## config.mk

```make
export PLATFORM = sky130hd
export DESIGN_NAME = stub_playback_ctrl
export DESIGN_NICKNAME = d
export VERILOG_FILES = /design/src/rtl/stub_playback_ctrl.sv
export SDC_FILE = /design/constraint.sdc
export NUM_CORES = 1
export LEC_CHECK = 0
export BUFFER_PORTS_ARGS = -buffer_cell sky130_fd_sc_hd__buf_2
export CAP_MARGIN = 0
export CORE_ASPECT_RATIO = 1.5
export CORE_MARGIN = 2
export CORE_UTILIZATION = 53
export CTS_CLUSTER_SIZE = 14
export DETAILED_ROUTE_END_ITERATION = 16
export PLACE_DENSITY = 0.8
export SLEW_MARGIN = 20
export SYNTH_ARGS = -nofsm -noshare
export SYNTH_HDL_FRONTEND = slang
export SYNTH_SLANG_ARGS = --single-unit
```

## constraint.sdc

```tcl
create_clock -name clk -period 3.85 [get_ports clk]
set_clock_uncertainty 0.15 [all_clocks]
set_input_delay 0.1925 -clock clk [delete_from_list [all_inputs] [get_ports clk]]
set_output_delay 0.1925 -clock clk [all_outputs]
set_load 0.02 [all_outputs]
```

## src/rtl/stub_playback_ctrl.sv

```systemverilog
// Playback sequencer for the stub-input memories: arms on the GO word, aligns start to BC0,
// and drives the shared read enable/address plus per-event framing, done and sync_err flags.
module stub_playback_ctrl #(
   parameter logic [31:0] GO_PATTERN = 32'hDEADBEEF,
   parameter int unsigned ADDR_W     = 10,
   parameter int unsigned EVT_LEN    = 64
) (
   input  logic              clk,
   input  logic              reset,
   input  logic [31:0]       go_word,
   input  logic              bc0,
   input  logic              abort,
   input  logic [4:0]        num_events,
   output logic              rd_en,
   output logic [ADDR_W-1:0] rd_addr,
   output logic              evt_start,
   output logic [4:0]        evt_idx,
   output logic              busy,
   output logic              done,
   output logic              sync_err
);

   typedef enum logic [1:0] {StIdle, StArmed, StRun, StDone} state_e;

   localparam logic [ADDR_W-1:0] PosLast = ADDR_W'(EVT_LEN - 1);

   state_e            state_q, state_d;
   logic              go_hit_q, go_hit_prev_q;
   logic [ADDR_W-1:0] pos_q, pos_d;
   logic [4:0]        n_lat_q, n_lat_d;
   logic [ADDR_W-1:0] rd_addr_q, rd_addr_d;
   logic [4:0]        evt_idx_q, evt_idx_d;
   logic              rd_en_q, rd_en_d;
   logic              evt_start_q, evt_start_d;
   logic              busy_q, busy_d;
   logic              done_q, done_d;
   logic              sync_err_q, sync_err_d;
   logic              go_qual;

   // Two consecutive registered matches filter out single-cycle glitches on the GO word.
   assign go_qual = go_hit_q & go_hit_prev_q;

   always_comb begin
      state_d    = state_q;
      pos_d      = pos_q;
      n_lat_d    = n_lat_q;
      rd_addr_d  = rd_addr_q;
      evt_idx_d  = evt_idx_q;
      sync_err_d = sync_err_q;

      unique case (state_q)
         StIdle: begin
            if (go_qual) begin
               state_d    = StArmed;
               sync_err_d = 1'b0;
            end
         end
         StArmed: begin
            if (!go_hit_q) begin
               state_d = StIdle;
            end else if (bc0) begin
               state_d   = StRun;
               pos_d     = '0;
               rd_addr_d = '0;
               evt_idx_d = '0;
               n_lat_d   = num_events;
            end
         end
         StRun: begin
            rd_addr_d = rd_addr_q + ADDR_W'(1);
            if (bc0 && (pos_q != '0) && !abort) begin
               sync_err_d = 1'b1;
            end
            if (pos_q == PosLast) begin
               pos_d = '0;
               if ((n_lat_q != 5'd0) && (evt_idx_q == n_lat_q - 5'd1)) begin
                  // Last word of the last event: address and index hold in DONE.
                  state_d   = StDone;
                  rd_addr_d = rd_addr_q;
               end else begin
                  evt_idx_d = evt_idx_q + 5'd1;
               end
            end else begin
               pos_d = pos_q + ADDR_W'(1);
            end
         end
         StDone: begin
            if (!go_hit_q) begin
               state_d = StIdle;
            end
         end
         default: state_d = StIdle;
      endcase

      if (abort) begin
         state_d   = StIdle;
         rd_addr_d = '0;
         evt_idx_d = '0;
      end

      rd_en_d     = (state_d == StRun);
      evt_start_d = (state_d == StRun) && (pos_d == '0);
      busy_d      = (state_d == StArmed) || (state_d == StRun);
      done_d      = (state_d == StDone);
   end

   always_ff @(posedge clk or negedge reset) begin
      if (!reset) begin
         state_q       <= StIdle;
         go_hit_q      <= 1'b0;
         go_hit_prev_q <= 1'b0;
         pos_q         <= '0;
         n_lat_q       <= '0;
         rd_addr_q     <= '0;
         evt_idx_q     <= '0;
         rd_en_q       <= 1'b0;
         evt_start_q   <= 1'b0;
         busy_q        <= 1'b0;
         done_q        <= 1'b0;
         sync_err_q    <= 1'b0;
      end else begin
         state_q       <= state_d;
         go_hit_q      <= (go_word == GO_PATTERN);
         go_hit_prev_q <= go_hit_q;
         pos_q         <= pos_d;
         n_lat_q       <= n_lat_d;
         rd_addr_q     <= rd_addr_d;
         evt_idx_q     <= evt_idx_d;
         rd_en_q       <= rd_en_d;
         evt_start_q   <= evt_start_d;
         busy_q        <= busy_d;
         done_q        <= done_d;
         sync_err_q    <= sync_err_d;
      end
   end

   assign rd_en     = rd_en_q;
   assign rd_addr   = rd_addr_q;
   assign evt_start = evt_start_q;
   assign evt_idx   = evt_idx_q;
   assign busy      = busy_q;
   assign done      = done_q;
   assign sync_err  = sync_err_q;

endmodule

```

==> results.cfg <==
[setup_path]
cp_max_fo = 10
r2r_end = evt_start$_DFF_PN0_
cp_cell_sequence = inv_1 > ha_1 > nor3b_1 > a21o_1 > a211oi_2 > and3_2 > o31ai_1 > ha_1 > o21ai_0 > or4_1 > nor4_2
rr_startpoint = n_lat_q[0]$_DFFE_PN0P_
path_common_cell = ha_1
ff2ff_path_depth = 11
critical_path_buf_inv_count = 1
worst_ep_required_time_ns = 3.90
path_class = flip-flop to flip-flop
cpPeakStageDelay_ns = 0.54
start_kind = flip-flop
cpLargestDelayFamily = simple AND/OR/NAND/NOR gates
cp-end-kind = flip-flop
arrival_ns = 3.33
r2r_slack_ns = 0.57
crit_slowest_cell = or4_1

[detailed_routing]
ant_nets = 0
wl_per_cell_um = 15.1
via_per_inst = 5.99
wl_mm = 5.47
drt-pass1-iter-count = 4
drtIter0Drc = 58
num_vias = 2168
drc_errors = 0

[yosys]
syn-instance-count = 246
syn-num-nets = 298
synth_edf_count = 0
ys_warn_count = 0
ys_seq_area_share_pct = 41.7
synth.avg_cell_area_um2 = 9.52
synth-seq-cells = 39
syn-cell-area_um2 = 2340
synthTopCellsByArea = dfrtp_1 42%, ha_1 5.9%, xnor2_1 3.7%, nor2_1 3.0%, nand2_1 2.9%
synth_most_common_cell = dfrtp_1
ys.flop_type = dfrtp_1
synthDistinctLibCells = 57
synth_top_cell_by_area = dfrtp_1
synth_async_sr_flop_share_pct = 100
synth_common_cells = 39 x dfrtp_1, 19 x nor2_1, 18 x nand2_1
synth_top_area_share_pct = 41.7

[grt]
grt_usage_pct = 24.9
grt-ovfl-total = 0
grt_max_degree = 40
grt_pass1_vias = 2275
antenna_found_initial = 0
grt_first_pass_wirelength_mm = 9.76

[cells_and_area]
nets = 367
antenna_cells = 0
drive_gt1_share_pct = 27.2
synthToLayoutAreaGrowth_pct = 22.1
postLayoutCoreUtil_pct = 67.3
multi_input_area_um2 = 1270
seq_area_um2 = 976
fillers = 366

[pwr]
p_leak_nw = 1.44
peakVddDrop_mv = 0.323
power_density_nw_per_um2 = 284

[die]
core_area_um2 = 4250
io_pins = 61
die_width_um = 58.3
die_area_um2 = 4980
die_h_um = 85.4
core.rowCount = 29
initial_utilization_pct = 55.1

[clock_tree]
postCtsResizedCells = 0
clkTransAtPathRegs_ns = 0.08
clockBufferDepth = 2
tritoncts = yes
post_cts_buffers = 0
htree_num_levels = 2
ctsRootBufferMaster = clkbuf_8
cts_made_buffers = 5
cts.sinks = 39
hold_buffers = 7
insertion_delay_ns = 0.29

[placement]
gp_congestion = 0.863
hpwlAfterDp_mm = 4.08
io_buffers = 60

[timing]
fin_crit_sh_pct = 85.2
tightest_slew_ns = 0.837
finalSetupTns_ns = 0
hold_violations = 0
grt_setup_unrepaired = false
min_period_ns = 3.28
setup_violations = 0
fmaxAchievable_mhz = 305
slew_headroom_pct = 44.2
drv_slew = 0

[outcome]
status = finished clean

[hold_path]
worstHoldEndpoint = state_q[1]$_DFF_PN0_
holdCritStartpoint = abort
hp-class = primary input to flip-flop
hold_depth = 2

[run]
cap_violations = 0
==> layout make-up <==
| class | instances | area share, % |
|---|---|---|
| clock buffers | 6 | 2.89 |
| inverters | 14 | 1.84 |
| well taps | 46 | 2.01 |
| clock inverters | 2 | 1.23 |
| multi-input cells | 187 | 44.6 |
| repair buffers | 68 | 13.3 |
| flip-flops and latches | 39 | 34.1 |
==> power by group <==
| group | leakage (nW) | internal (mW) | switching, mW |
|---|---|---|---|
| Clock | 0.0612 | 0.210 | 0.145 |
| Combinational | 0.885 | 0.0243 | 0.0233 |
| Sequential | 0.492 | 0.410 | 0.00124 |
| Total | 1.44 | 0.644 | 0.169 |
==> metrics by stage <==
step,cell area (um^2),hold WS (ns),std cells,worst slack (ns),power [mW]
6_report,2860,0.0655,362,0.571,0.813
5_1_grt,2860,0.0878,362,0.366,0.844
4_1_cts,2850,0.00632,361,0.581,0.817
3_5_place_dp,2660,0.200,346,0.605,0.462
3_3_place_gp,2660,0.193,346,0.683,0.460
2_1_floorplan,2340,-0.253,246,0.926,0.431
==> metal layers <==
| metal | wire length (um) | vias up | track usage [%] |
|---|---|---|---|
| met5 | 0 | - | 0 |
| met4 | 112 | 0 | 10.8 |
| met3 | 231 | 13 | 4.88 |
| met2 | 3030 | 66 | 45.4 |
| met1 | 2100 | 1051 | 27.0 |
| li1 | - | 1038 | - |
==> cell families after synthesis <==
kind of cell	count (synthesis)	synth area share (%)
and+or+nand+nor	102	24.8
AOI/OAI and AO/OA	58	16.9
DFF	39	41.7
buffers and inverters	20	3.85
xor gates and xnor gates	13	5.45
adders and majority gates	11	5.88
muxes	3	1.44
==> worst max path at each step <==
stage,start,cells after the start,end
global placement,n_lat_q[0]$_DFFE_PN0P_,11,evt_start$_DFF_PN0_
global route,n_lat_q[0]$_DFFE_PN0P_,11,evt_start$_DFF_PN0_
floorplan,n_lat_q[0]$_DFFE_PN0P_,11,evt_start$_DFF_PN0_
finish,n_lat_q[0]$_DFFE_PN0P_,11,evt_start$_DFF_PN0_
CTS,n_lat_q[0]$_DFFE_PN0P_,11,evt_start$_DFF_PN0_
detailed placement,n_lat_q[0]$_DFFE_PN0P_,11,evt_start$_DFF_PN0_
==> state kept, by name, summed over array words and instances (netlist names), 2 cells and up <==
name	flops
evt_idx	5
state_q	2
rd_addr	10
n_lat_q	5
pos_q	10
==> cell usage in the layout (no fill, tap or decap), types with 2 or more instances in the layout <==
cell / netlist / routed
dfrtp_1: 39 / 39
inv_1: 13 / 13
o21ai_0: 13 / 13
nor4_1: 2 / 2
buf_2: 0 / 60
a41o_1: 2 / 2
or3_1: 3 / 3
xor2_1: 2 / 2
and3_1: 6 / 6
nor3_1: 5 / 5
nand4_1: 7 / 7
nand2_2: 2 / 2
a41oi_1: 2 / 2
o31ai_1: 6 / 6
o211ai_1: 3 / 3
ha_1: 11 / 11
nand4b_1: 5 / 5
a21o_1: 3 / 3
nor2b_1: 3 / 3
and3_2: 2 / 2
clkbuf_8: 0 / 6
nor2_1: 19 / 19
nand2_1: 18 / 18
or4_1: 3 / 3
xnor2_1: 10 / 10
a21bo_2: 2 / 2
mux2_2: 3 / 3
and2_1: 2 / 2
nand3_1: 12 / 12
a31oi_1: 4 / 4
nor3b_1: 2 / 2
dlygate4sd3_1: 0 / 8
a21oi_1: 12 / 12
No activity file was read; power rests on OpenSTA's default activity.
